$ cat config.mk
export PLATFORM = sky130hd
export DESIGN_NAME = hazard_ctrl_flat
export DESIGN_NICKNAME = d
export VERILOG_FILES = /design/src/rtl/hazard_ctrl_pkg.sv /design/src/rtl/hazard_ctrl_if.sv /design/src/rtl/hazard_ctrl.sv /design/src/flat_wrapper.sv
export SDC_FILE = /design/constraint.sdc
export NUM_CORES = 1
export LEC_CHECK = 0
export CORE_ASPECT_RATIO = 1.1
export CORE_MARGIN = 1.5
export CORE_UTILIZATION = 30
export DETAILED_ROUTE_END_ITERATION = 7
export DONT_BUFFER_PORTS = 1
export GPL_ROUTABILITY_DRIVEN = 1
export GPL_TIMING_DRIVEN = 0
export SLEW_MARGIN = 20
export SYNTH_ARGS = -nofsm -noshare
export SYNTH_HDL_FRONTEND = slang
export SYNTH_SLANG_ARGS = --single-unit
$ cat constraint.sdc
create_clock -name clk -period 11 [get_ports clk]
set_input_delay 2.2 -clock clk [delete_from_list [all_inputs] [get_ports clk]]
set_output_delay 2.2 -clock clk [all_outputs]
set_load 0.01 [all_outputs]
$ cat src/rtl/hazard_ctrl_pkg.sv
// Shared types for the pipeline hazard controller.
package hazard_ctrl_pkg;

    typedef enum logic {
        RESET_CONTINUE = 1'b0,
        RESET_RESET    = 1'b1
    } reset_t;

endpackage

$ cat src/rtl/hazard_ctrl_if.sv
// Pipeline <-> hazard controller signal bundle; slave is the controller, master the pipeline.
interface hazard_ctrl_if;
    import hazard_ctrl_pkg::*;

    logic        Iwait;
    logic        Dwait;
    logic        exe_is_waiting;
    logic [4:0]  id_rs1;
    logic [4:0]  id_rs2;
    logic        ex_memread;
    logic [4:0]  ex_dst;
    logic        ex_branch_taken;
    logic [63:0] ex_target;
    logic        stall_IF;
    logic        stall_ID;
    reset_t      reset_IF_ID;
    reset_t      reset_ID_EX;
    logic        redirect_valid;
    logic [63:0] redirect_pc;
    logic [31:0] bubble_cnt;

    modport master (
        output Iwait, Dwait, exe_is_waiting, id_rs1, id_rs2, ex_memread, ex_dst,
               ex_branch_taken, ex_target,
        input  stall_IF, stall_ID, reset_IF_ID, reset_ID_EX, redirect_valid, redirect_pc,
               bubble_cnt
    );

    modport slave (
        input  Iwait, Dwait, exe_is_waiting, id_rs1, id_rs2, ex_memread, ex_dst,
               ex_branch_taken, ex_target,
        output stall_IF, stall_ID, reset_IF_ID, reset_ID_EX, redirect_valid, redirect_pc,
               bubble_cnt
    );

endinterface

$ cat src/rtl/hazard_ctrl.sv
// Stall/flush/redirect control for a 5-stage pipeline, with a saturating bubble counter.
// A taken branch behind an outstanding fetch is parked in StPend until the fetch retires.
module hazard_ctrl
    import hazard_ctrl_pkg::*;
(
    input logic          clk,
    input logic          reset,
    hazard_ctrl_if.slave hz
);

    localparam logic [63:0] ResetPc = 64'h8000_0000;

    typedef enum logic {StRun, StPend} state_t;

    state_t      state_q, state_d;
    logic        rv_q, rv_d;
    logic [63:0] pc_q, pc_d;
    logic [31:0] cnt_q, cnt_d;

    logic   freeze;
    logic   load_use;
    logic   stall_if, stall_id, redirect_valid;
    reset_t rst_if_id, rst_id_ex;

    assign freeze   = hz.Dwait | hz.exe_is_waiting;
    assign load_use = hz.ex_memread && (hz.ex_dst != 5'd0) &&
                      ((hz.ex_dst == hz.id_rs1) || (hz.ex_dst == hz.id_rs2));

    always_comb begin
        state_d        = state_q;
        rv_d           = rv_q;
        pc_d           = pc_q;
        cnt_d          = cnt_q;
        stall_if       = 1'b0;
        stall_id       = 1'b0;
        rst_if_id      = RESET_CONTINUE;
        rst_id_ex      = RESET_CONTINUE;
        redirect_valid = rv_q;

        if (reset) begin
            rst_if_id      = RESET_RESET;
            rst_id_ex      = RESET_RESET;
            redirect_valid = 1'b0;
        end else if (freeze) begin
            // Whole pipe holds; ID/EX keeps its own contents, so no flushes.
            stall_if = 1'b1;
            stall_id = 1'b1;
        end else begin
            rv_d = 1'b0;
            unique case (state_q)
                StPend: begin
                    rst_if_id = RESET_RESET;
                    if (hz.Iwait) begin
                        stall_if = 1'b1;
                    end else begin
                        redirect_valid = 1'b1;
                        state_d        = StRun;
                    end
                end
                StRun: begin
                    if (hz.ex_branch_taken) begin
                        rst_if_id = RESET_RESET;
                        rst_id_ex = RESET_RESET;
                        pc_d      = hz.ex_target;
                        if (hz.Iwait) begin
                            state_d = StPend;
                        end else begin
                            rv_d = 1'b1;
                        end
                    end else if (load_use) begin
                        stall_if  = 1'b1;
                        stall_id  = 1'b1;
                        rst_id_ex = RESET_RESET;
                    end else if (hz.Iwait) begin
                        stall_if  = 1'b1;
                        rst_if_id = RESET_RESET;
                    end
                end
                default: state_d = StRun;
            endcase
        end

        if ((rst_id_ex == RESET_RESET) && (cnt_q != 32'hFFFF_FFFF)) begin
            cnt_d = cnt_q + 32'd1;
        end
    end

    always_ff @(posedge clk or posedge reset) begin
        if (reset) begin
            state_q <= StRun;
            rv_q    <= 1'b0;
            pc_q    <= ResetPc;
            cnt_q   <= 32'd0;
        end else begin
            state_q <= state_d;
            rv_q    <= rv_d;
            pc_q    <= pc_d;
            cnt_q   <= cnt_d;
        end
    end

    assign hz.stall_IF       = stall_if;
    assign hz.stall_ID       = stall_id;
    assign hz.reset_IF_ID    = rst_if_id;
    assign hz.reset_ID_EX    = rst_id_ex;
    assign hz.redirect_valid = redirect_valid;
    assign hz.redirect_pc    = pc_q;
    assign hz.bubble_cnt     = cnt_q;

endmodule

$ cat src/flat_wrapper.sv
// flat-port wrapper written by rule: the top's interface ports become plain ports
module hazard_ctrl_flat import hazard_ctrl_pkg::*;
  (clk, reset, hz_Iwait, hz_Dwait, hz_exe_is_waiting, hz_id_rs1, hz_id_rs2, hz_ex_memread, hz_ex_dst, hz_ex_branch_taken, hz_ex_target, hz_stall_IF, hz_stall_ID, hz_reset_IF_ID, hz_reset_ID_EX, hz_redirect_valid, hz_redirect_pc, hz_bubble_cnt);
  hazard_ctrl_if hz_i ();
  input logic clk;
  input logic reset;
  input wire logic [$bits(hz_i.Iwait)-1:0] hz_Iwait;
  input wire logic [$bits(hz_i.Dwait)-1:0] hz_Dwait;
  input wire logic [$bits(hz_i.exe_is_waiting)-1:0] hz_exe_is_waiting;
  input wire logic [$bits(hz_i.id_rs1)-1:0] hz_id_rs1;
  input wire logic [$bits(hz_i.id_rs2)-1:0] hz_id_rs2;
  input wire logic [$bits(hz_i.ex_memread)-1:0] hz_ex_memread;
  input wire logic [$bits(hz_i.ex_dst)-1:0] hz_ex_dst;
  input wire logic [$bits(hz_i.ex_branch_taken)-1:0] hz_ex_branch_taken;
  input wire logic [$bits(hz_i.ex_target)-1:0] hz_ex_target;
  output wire logic [$bits(hz_i.stall_IF)-1:0] hz_stall_IF;
  output wire logic [$bits(hz_i.stall_ID)-1:0] hz_stall_ID;
  output wire logic [$bits(hz_i.reset_IF_ID)-1:0] hz_reset_IF_ID;
  output wire logic [$bits(hz_i.reset_ID_EX)-1:0] hz_reset_ID_EX;
  output wire logic [$bits(hz_i.redirect_valid)-1:0] hz_redirect_valid;
  output wire logic [$bits(hz_i.redirect_pc)-1:0] hz_redirect_pc;
  output wire logic [$bits(hz_i.bubble_cnt)-1:0] hz_bubble_cnt;
  assign hz_i.Iwait = hz_Iwait;
  assign hz_i.Dwait = hz_Dwait;
  assign hz_i.exe_is_waiting = hz_exe_is_waiting;
  assign hz_i.id_rs1 = hz_id_rs1;
  assign hz_i.id_rs2 = hz_id_rs2;
  assign hz_i.ex_memread = hz_ex_memread;
  assign hz_i.ex_dst = hz_ex_dst;
  assign hz_i.ex_branch_taken = hz_ex_branch_taken;
  assign hz_i.ex_target = hz_ex_target;
  assign hz_stall_IF = hz_i.stall_IF;
  assign hz_stall_ID = hz_i.stall_ID;
  assign hz_reset_IF_ID = hz_i.reset_IF_ID;
  assign hz_reset_ID_EX = hz_i.reset_ID_EX;
  assign hz_redirect_valid = hz_i.redirect_valid;
  assign hz_redirect_pc = hz_i.redirect_pc;
  assign hz_bubble_cnt = hz_i.bubble_cnt;
  hazard_ctrl u_core (.clk(clk), .reset(reset), .hz(hz_i));
endmodule
# Word-level counts from Yosys, hierarchy flattened
# Cells that the tools add are included.
[word_totals]
inputBits = 86
register_bits = 98
[op_classes]
addsub = 1
mux = 29
reduce_logical = 7
n_eq_ne = 3
bitwise_logic = 4
[op_table]
columns = ["op", "count"]
rows = [
  ["$add A32 B1 Y32 const B", 1],
  ["$ne A32 B32 Y1 const B", 1],
  ["$mux W1", 26],
  ["$eq A5 B5 Y1", 2],
  ["$pmux W1 S2", 3],
  ["$reduce_bool A5 Y1", 1],
  ["$reduce_and A4 Y1", 1],
  ["$logic_and A1 B1 Y1", 3],
  ["$not A1 Y1", 3],
  ["$reduce_and A2 Y1", 1],
  ["$logic_or A1 B1 Y1", 1],
  ["$or A1 B1 Y1", 1],
]

# Longest topological paths before layout
# Gate-level depths: netlist (run 1).
[depth]
word_depth = 9
ltp_mapped = 8
depth_no_buf = 7

# Worst setup path before layout (run 1)
# Ideal clock, no wire load.
[synth_path]
kind = "input-to-output"
from = "input port reset"
to = "output port hz_reset_ID_EX"
path_slack_ps = 3763
n_path_buf = 1
required_ps = 8800
arrival_time_ps = 5037
path_stages = 4
path_cell_list = "inv_1 -> o21ai_1 -> a21o_1 -> buf_2"
[synth_via]
elab_chain_len = 1
[synth_lines]
columns = ["element", "line", "text"]
rows = [
  ["start: declaration", "flat_wrapper.sv:6", "input logic reset;"],
  ["$mux W1", "hazard_ctrl.sv:40", "if (reset) begin"],
  ["end: declaration", "flat_wrapper.sv:19", "output wire logic [$bits(hz_i.reset_ID_EX)-1:0] hz_reset_ID_EX;"],
]
# Every way passes these cells.

# Worst setup path after layout (run 1)
[layout_path]
from = "input port hz_ex_dst[0]"
to = "output port hz_stall_IF"
[layout_via]
elab_chain_len = 8
[layout_lines]
columns = ["element", "line", "text"]
rows = [
  ["start: declaration", "flat_wrapper.sv:13", "input wire logic [$bits(hz_i.ex_dst)-1:0] hz_ex_dst;"],
  ["$eq A5 B5 Y1 or $reduce_bool A5 Y1 (tied branches)", "hazard_ctrl.sv:27, hazard_ctrl.sv:26", ""],
  ["$logic_or A1 B1 Y1 or $logic_and A1 B1 Y1 (tied branches)", "hazard_ctrl.sv:27, hazard_ctrl.sv:26", ""],
  ["$logic_and A1 B1 Y1 (*)", "hazard_ctrl.sv:26", "assign load_use = hz.ex_memread && (hz.ex_dst != 5'd0) &&"],
  ["$mux W1 (*)", "hazard_ctrl.sv:70", "end else if (load_use) begin"],
  ["$mux W1 (*)", "hazard_ctrl.sv:61", "if (hz.ex_branch_taken) begin"],
  ["$pmux W1 S2 (*)", "hazard_ctrl.sv:50", "unique case (state_q)"],
  ["$mux W1 (*)", "hazard_ctrl.sv:44", "end else if (freeze) begin"],
  ["$mux W1 (*)", "hazard_ctrl.sv:40", ""],
  ["end: declaration", "flat_wrapper.sv:16", "output wire logic [$bits(hz_i.stall_IF)-1:0] hz_stall_IF;"],
]
# Every way passes the cells marked *; elsewhere a longest branch is shown, timed or not.

==> results.cfg, run 1 <==
[route]
drtIter0Drc = 84
via_per_inst = 4.885
wl_per_cell_um = 17.68
route.detailed.drc = 0
postRouteAntennaNets = 0
drtPass1Iterations = 4
routedLengthMet1_mm = 3.264
highest_layer = met4
dr_wl_met2_mm = 4.733
vias = 2560
met3_length_mm = 1.066
drt_wl_total_mm = 9.266

[synth]
yosys.area.top_type = dfrtp_1
netlist_area_um2 = 4213
synth_edf_count = 0
synth_nets = 406
synth_top_area_share_pct = 57.62
async_flop_share_pct = 100.0
yosysMostFrequentCell = dfrtp_1
yosys_warnings = 0
seq_area_frac_synth_pct = 58.24
avgSynthCellArea_um2 = 13.21
ys.flop_type = dfrtp_1
synth_area_leaders = dfrtp_1, mux2_2, xnor2_1
synth_cells = 319
ys_types = 42
synth-seq-cells = 98
synth_commonest_cells = dfrtp_1, mux2_2, xnor2_1, nand4_1, nand2_1

[placed_design]
pre_cts_ws_ns = 5.321
dpl-instance-area_um2 = 4481
gp_congestion = 0.7526
dp_hpwl_mm = 7.265
placedCellCount = 508
io_buffers = 0

[setup_path]
cp.required_ns = 8.80
timing.critical_path.cells = or4_1 > o21ai_2 > nor2_1 > a21oi_1 > nor2_1 > a31o_2
cp_common_cell = nor2_1
arrival_ns = 3.48
end_kind = primary output
cp-start-kind = input pin
cpPeakStageDelay_ns = 0.54
crit_type = in -> out
cp_max_fo = 3
critPathSlowestCell = or4_1

[clocking]
cts_hold_buf = 0
root_buffer = clkbuf_16
cts_resized = 0
path_clk_slew_ns = 0.06
clk_latency_ns = 0.34
tritoncts = done
htreeDepth = 3
clk_path_buf_depth = 2
cts_buffers = 9
cts.sink_count = 98
cts_setup_buffers = 0

[sta]
setup_ws_ns = 5.324
finalCritPeriodShare_pct = 51.60
tightest_slew_ns = 0.6893
finalSetupViolations = 0
finalCriticalPeriod_ns = 5.676
finalSetupTns_ns = 0
fmax_mhz = 176.2
relSlewSlack_pct = 53.69
finClkSkew_ns = 0.004102
rsz0062_at_grt = no
slew_violations = 0
finalHoldViolations = 0

[pwr]
p_seq_share_pct = 54.2
ir_drop_v = 0.00006198
comb_power_share_pct = 11.9
power_density_nw_per_um2 = 217.4
clock_power_share_pct = 33.9
p_sw_share_pct = 28.15
internal_power_mw = 0.7532
switchingPower_mw = 0.2951
p_leak_nw = 1.999

[finish]
finalInstanceArea_um2 = 4822
post-route-util_pct = 35.10
drive_above_1_share_pct = 29.17
n_antenna_cell = 0
instances_no_fill = 524
nets = 418
syn_to_final_growth_pct = 14.46

[floorplan]
die_w_um = 116.0
rows = 45
ios = 187
die_area_um2 = 14760
die_y_um = 127.3
start_util_pct = 30.66
core_area_um2 = 13740

[run]
maxCapViolCount = 0

[global_route]
grt_pass1_wl_mm = 14.32
grt_pass1_vias = 2738
track_usage_pct = 12.89
overflow = 0
antenna_found_initial = 0
grt_start_max_net_pins = 56

[min_path]
hold_class = reg -> reg

[status]
status = complete, no violations
stage by stage:
stage               total power, mW  hold slack (ns)
floorplan                    0.6600           0.4725
global placement             0.6953           0.5006
detailed placement           0.7067           0.5216
CTS                           1.069           0.5399
global route                  1.108           0.5849
finish                        1.048           0.5392
final cells by class:
class                   count  area [um^2]
fillers                  1395         8916
flip-flops and latches     98         2454
multi-input cells         207         1685
well taps                 188        235.2
clock buffers              10        229.0
clock inverters             6        112.6
plain buffers              11        62.56
repair buffers              1        27.53
inverters                   3        16.27
power groups by stage:
stage | Combinational, mW | Clock, mW | Sequential, mW
final | 0.125 | 0.355 | 0.568
after CTS | 0.129 | 0.369 | 0.571
after floorplan | 0.108 | 0 | 0.552
after global placement | 0.120 | 0 | 0.575
after detailed placement | 0.128 | 0 | 0.578
after global routing | 0.142 | 0.383 | 0.584
state kept, by name, summed over array words and instances, names as in the netlist:
| signal | cells |
|---|---|
| u_core.hz.bubble_cnt | 32 |
| u_core.hz.redirect_pc | 64 |
| u_core.rv_q | 1 |
| u_core.state_q | 1 |
layout by cell type, fill, tap and decap left out, drive strengths merged, types with 2 or more instances in the layout:
master  netlist  routed
and3          7       7
dfrtp        97      97
xor2          4       4
o21ai         3       3
clkinv        0       2
nor3          4       4
inv           3       4
nand3        13      13
bufinv        0       3
and2          4       4
clkbuf        1      11
nand4        17      17
buf          10      11
xnor2        37      37
nor2b         2       2
nand2        15      15
mux2         65      65
nor2         11      11
and4          4       4
nor4          3       3
final timing paths:
path	from	end	slack [ns]	cells past startpoint
worst max-delay path	hz_ex_dst[0]	hz_stall_IF	5.32	6
worst min-delay path	u_core.rv_q$_DFFE_PP0P_	u_core.rv_q$_DFFE_PP0P_	0.54	2
worst max register to register	u_core.hz.bubble_cnt[22]$_DFFE_PP0P_	u_core.hz.bubble_cnt[11]$_DFFE_PP0P_	8.89	7
worst min register to register	u_core.rv_q$_DFFE_PP0P_	u_core.rv_q$_DFFE_PP0P_	0.54	2
max in group asynchronous	reset	u_core.hz.redirect_pc[31]$_DFFE_PP1P_	8.60	2
min in group asynchronous	reset	u_core.state_q$_DFFE_PP0P_	1.74	1
cell families after synthesis:
logic type / count (synthesis) / share of synthesized area (%)
DFF: 98 / 58.24
and+or+nand+nor: 87 / 11.46
muxes: 65 / 17.37
xor gates and xnor gates: 41 / 8.524
buffers and inverters: 14 / 1.752
AOI/OAI and AO/OA: 13 / 2.346
adders and majority gates: 1 / 0.2970
worst max-delay path, delay by kind of cell:
kind             cells  cell delay (ns)
AND/OR/NAND/NOR      3             0.70
AO/OA/AOI/OAI        3             0.56
per-layer routing:
metal	vias to the layer above	GRT usage, %
met4	0	6.743
met5	-	0
met3	14	5.930
met1	1252	13.12
met2	133	21.94
li1	1161	-
Note: power is estimated with default switching activity, not from simulation.
==> run 2: changes to the inputs <==
==> constraint.sdc (replaced) <==
create_clock -name clk -period 4.56 [get_ports clk]
set_input_delay 0.912 -clock clk [delete_from_list [all_inputs] [get_ports clk]]
set_output_delay 0.912 -clock clk [all_outputs]
set_load 0.01 [all_outputs]
==> run 2 against run 1 <==
  * Global-route usage shrank 0.14 points
  * Sequential power rose by 140%
  * Worst setup slack worse by 3.9 ns
  * Non-clock buffer count grew 2
  * Via count up 1.4%
  * Cell area up 0.10%
  * Largest cell class unchanged
==> results.cfg, run 2 (synthesized netlist as in run 1, its figures left out) <==
[finish]
largest_reg_flops = 64
multiInputGateArea_um2 = 1685
n_antenna_cell = 0
final_cell_mix = dfrtp_1, mux2_2, xnor2_1, nand4_1, nand2_1
drive_above_1_share_pct = 29.88
layout_commonest_cell = dfrtp_1
finalInstanceArea_um2 = 4827
seq_area_um2 = 2454
post-route-util_pct = 35.14
nets = 420
instances_no_fill = 526
syn_to_final_growth_pct = 14.58
nFillCells = 1381

[setup_path]
cp_max_fo = 3
cp-start-kind = input pin
worst-path-stages = 6
crit_buf_inv = 0
cpLargestDelayFamily = simple AND/OR/NAND/NOR gates
timing.critical_path.cells = or4_1 > o21ai_2 > nor2_1 > a21oi_1 > nor2_1 > a31o_2
cp.required_ns = 3.65
arrival_ns = 2.23
critPathSlowestCell = or4_1
end_kind = primary output
cp_common_cell = nor2_1
crit_type = in -> out
reg2reg_depth = 7
cpPeakStageDelay_ns = 0.52

[route]
highest_layer = met4
wl_per_cell_um = 18.07
drtIter0Drc = 103
dr_wl_met2_mm = 4.661
vias = 2596
postRouteAntennaNets = 0
met3_length_mm = 1.215
via_per_inst = 4.935
routedLengthMet1_mm = 3.516
drtPass1Iterations = 4
route.detailed.drc = 0
drt_wl_total_mm = 9.506

[pwr]
power_mw = 2.458
power_density_nw_per_um2 = 509.2
ir_drop_v = 0.0001948
p_leak_nw = 1.991

[sta]
finalSetupViolations = 0
relSlewSlack_pct = 43.41
finalHoldViolations = 0
finClkSkew_ns = 0.006551
finalCritPeriodShare_pct = 68.93
fmax_mhz = 318.2
rsz0062_at_grt = no
tightest_slew_ns = 0.8424
finalSetupTns_ns = 0
finalCriticalPeriod_ns = 3.143
slew_violations = 0

[floorplan]
die_w_um = 116.0
start_util_pct = 30.66
die_y_um = 127.3
ios = 187
rows = 45
core_area_um2 = 13740
die_area_um2 = 14760

[clocking]
clk_path_buf_depth = 2
htreeDepth = 3
cts_buffers = 9
cts_resized = 0
clk_latency_ns = 0.34
cts.sink_count = 98
root_buffer = clkbuf_16
cts_setup_buffers = 0
cts_hold_buf = 0
tritoncts = done
path_clk_slew_ns = 0.07

[placed_design]
dp_hpwl_mm = 7.435
dpl-instance-area_um2 = 4519
gp_congestion = 0.7952
io_buffers = 0
placedCellCount = 510

[global_route]
track_usage_pct = 12.75
grt_pass1_vias = 2667
antenna_found_initial = 0
overflow = 0
grt_pass1_wl_mm = 14.28
grt_start_max_net_pins = 34

[run]
maxCapViolCount = 0

[min_path]
hold_class = in -> async

[status]
status = complete, no violations
==> run 2: cell count changes in the layout (fill, tap and decap cells not counted), sizes merged <==
cell      previous run  this run
clkinvlp             0         3
buf                 11        13
bufinv               3         1
clkbuf              11        10
clkinv               2         1
inv                  4         5
==> run 2: area by class of cell <==
class,count,area share (%)
buffer,11,1.296
clock buffer,9,4.666
clock inverter,7,1.711
inverter,3,0.3110
multi-input combinational,207,34.91
sequential,98,50.83
tap,188,4.873
timing repair buffer,3,1.400
==> run 2: power by group <==
part | leakage (nW) | internal (mW) | switching, mW
Sequential | 1.23 | 1.09 | 0.279
Clock | 0.145 | 0.434 | 0.348
Combinational | 0.613 | 0.191 | 0.115
==> run 2: final timing paths <==
path	startpoint	to	slack, ns
setup / recovery	hz_ex_dst[0]	hz_stall_IF	1.42
hold / removal	reset	u_core.hz.bubble_cnt[1]$_DFFE_PP0P_	0.46
setup reg to reg	u_core.hz.bubble_cnt[14]$_DFFE_PP0P_	u_core.hz.bubble_cnt[11]$_DFFE_PP0P_	2.39
hold reg to reg	u_core.rv_q$_DFFE_PP0P_	u_core.rv_q$_DFFE_PP0P_	0.53
max in group asynchronous	reset	u_core.hz.redirect_pc[31]$_DFFE_PP1P_	3.33
min in group clk	u_core.rv_q$_DFFE_PP0P_	u_core.rv_q$_DFFE_PP0P_	0.53
==> run 2: layer usage <==
| metal | global-route usage (%) | up-vias |
|---|---|---|
| li1 | - | 1163 |
| met1 | 13.55 | 1280 |
| met2 | 21.80 | 144 |
| met3 | 6.167 | 9 |
| met4 | 4.663 | 0 |
| met5 | 0 | - |
==> run 2: through the flow <==
stage | hold WS [ns] | setup WS (ns)
floorplan | 0.4725 | 0.6051
global placement | 0.5001 | -0.1097
global route | 0.4619 | 1.300
detailed placement | 0.5181 | 1.393
finish | 0.4550 | 1.417
CTS | 0.4398 | 1.394
==> run 3: changes to the inputs <==
==> constraint.sdc (replaced) <==
create_clock -name clk -period 2.81 [get_ports clk]
set_input_delay 0.562 -clock clk [delete_from_list [all_inputs] [get_ports clk]]
set_output_delay 0.562 -clock clk [all_outputs]
set_load 0.01 [all_outputs]
==> run 3 against run 2 <==
  * Non-clock buffer count stayed put
  * Utilization is 0.63 points higher
  * Worst setup slack worse by 1.1 ns
  * Register-to-register slack worse by 1.7 ns
  * Critical endpoint unchanged
  * Largest power group unchanged
  * Highest routed layer unchanged
==> results.cfg, run 3 (synthesized netlist as in run 1, its figures left out) <==
[clocking]
cts_resized = 0
cts_hold_buf = 0
clk_path_buf_depth = 2
cts.sink_count = 98
cts_setup_buffers = 0
root_buffer = clkbuf_16
tritoncts = done
htreeDepth = 3
path_clk_slew_ns = 0.06
clk_latency_ns = 0.34
cts_buffers = 9

[sta]
finalCritPeriodShare_pct = 87.08
tightest_slew_ns = 0.7815
relSlewSlack_pct = 47.50
fmax_mhz = 408.7
finClkSkew_ns = 0.007371
finalCriticalPeriod_ns = 2.447
finalHoldViolations = 0
slew_violations = 0
setup_ws_ns = 0.3629
rsz0062_at_grt = no
finalSetupViolations = 0
whs_ns = 0.1103

[run]
maxCapViolCount = 0

[finish]
multiInputGateArea_um2 = 1748
syn_to_final_growth_pct = 16.63
layout_commonest_cell = dfrtp_1
largest_reg_flops = 64
finalInstanceArea_um2 = 4913
nFillCells = 1382
n_antenna_cell = 0
nets = 420
post-route-util_pct = 35.77
seq_area_um2 = 2454
drive_above_1_share_pct = 34.62
final_cell_mix = dfrtp_1, mux2_2, xnor2_1, nand4_1, nor2_1

[pwr]
power_mw = 3.998
p_leak_nw = 2.001
power_density_nw_per_um2 = 813.6
ir_drop_v = 0.0003389

[floorplan]
rows = 45
die_area_um2 = 14760
ios = 187
die_w_um = 116.0
core_area_um2 = 13740
die_y_um = 127.3
start_util_pct = 30.66

[setup_path]
cp-start-kind = input pin
reg2reg_depth = 6
end_kind = primary output
cp_max_fo = 3
cp.required_ns = 2.25
crit_end = hz_stall_IF
r2r_end = u_core.hz.bubble_cnt[4]$_DFFE_PP0P_
ff2ff_setup_slack_ns = 0.68
crit_type = in -> out
worstReg2RegStart = u_core.hz.bubble_cnt[14]$_DFFE_PP0P_
arrival_ns = 1.89
crit_path_start = hz_ex_dst[0]

[route]
postRouteAntennaNets = 0
drtIter0Drc = 82
via_per_inst = 4.939
drtPass1Iterations = 4
drt_wl_total_mm = 9.375
route.detailed.drc = 0
vias = 2598
wl_per_cell_um = 17.82

[placed_design]
pre_cts_ws_ns = 0.2720
dp_hpwl_mm = 7.366
dpl-instance-area_um2 = 4601
io_buffers = 0
gp_congestion = 0.7321

[global_route]
antenna_found_initial = 0
track_usage_pct = 12.80
grt_pass1_wl_mm = 14.28
grt_pass1_vias = 2682
overflow = 0
grt_start_max_net_pins = 37

[min_path]
hold_class = in -> async

[status]
status = complete, no violations
-- run 3: cell count changes in the layout (fill, tap and decap cells not counted), sizes merged --
| cell | change |
|---|---|
| clkbuf | +2 |
| clkinv | +1 |
| clkinvlp | -1 |
| inv | -2 |
-- run 3: final cells by class --
class / count / area share (%)
tap: 188 / 4.787
timing repair buffer: 3 / 1.375
sequential: 98 / 49.94
inverter: 3 / 0.3056
clock inverter: 5 / 1.222
buffer: 11 / 1.655
clock buffer: 11 / 5.144
multi-input combinational: 207 / 35.57
-- run 3: worst min-delay path by stage --
stage | from | end | slack [ns] | depth (start not counted)
finish | reset | u_core.hz.redirect_pc[26]$_DFFE_PP0P_ | 0.11 | 1
global route | reset | u_core.hz.redirect_pc[26]$_DFFE_PP0P_ | 0.12 | 1
CTS | reset | u_core.hz.redirect_pc[62]$_DFFE_PP0P_ | 0.10 | 1
floorplan | u_core.rv_q$_DFFE_PP0P_ | u_core.rv_q$_DFFE_PP0P_ | 0.47 | 2
detailed placement | reset | u_core.hz.redirect_pc[62]$_DFFE_PP0P_ | 0.48 | 1
global placement | u_core.rv_q$_DFFE_PP0P_ | u_core.rv_q$_DFFE_PP0P_ | 0.49 | 2
-- run 3: stage by stage --
step / instances / TNS (ns)
final: 526 / 0
after global routing: 526 / 0
after CTS: 526 / 0
after detailed placement: 510 / 0
after global placement: 507 / -104.00
after floorplan: 319 / -35.62
-- run 3: metal layers --
metal	vias to the layer above	wire length, um	GRT usage [%]
li1	1171	-	-
met1	1285	3421	13.41
met2	133	4652	21.66
met3	9	1159	6.452
met4	0	142	5.165
met5	-	0	0
-- run 3: critical path, cell delays in order --
cell	delay, ns
or4_1	0.54
o21ai_2	0.18
nor2_1	0.06
a21oi_1	0.17
nor2_1	0.12
a31o_2	0.25
-- run 3: power by group --
| part | internal, mW | total, mW | switching, mW | leakage (nW) |
|---|---|---|---|---|
| clock network | 0.742 | 1.27 | 0.530 | 0.152 |
| logic | 0.314 | 0.505 | 0.191 | 0.616 |
| registers | 1.77 | 2.22 | 0.450 | 1.23 |
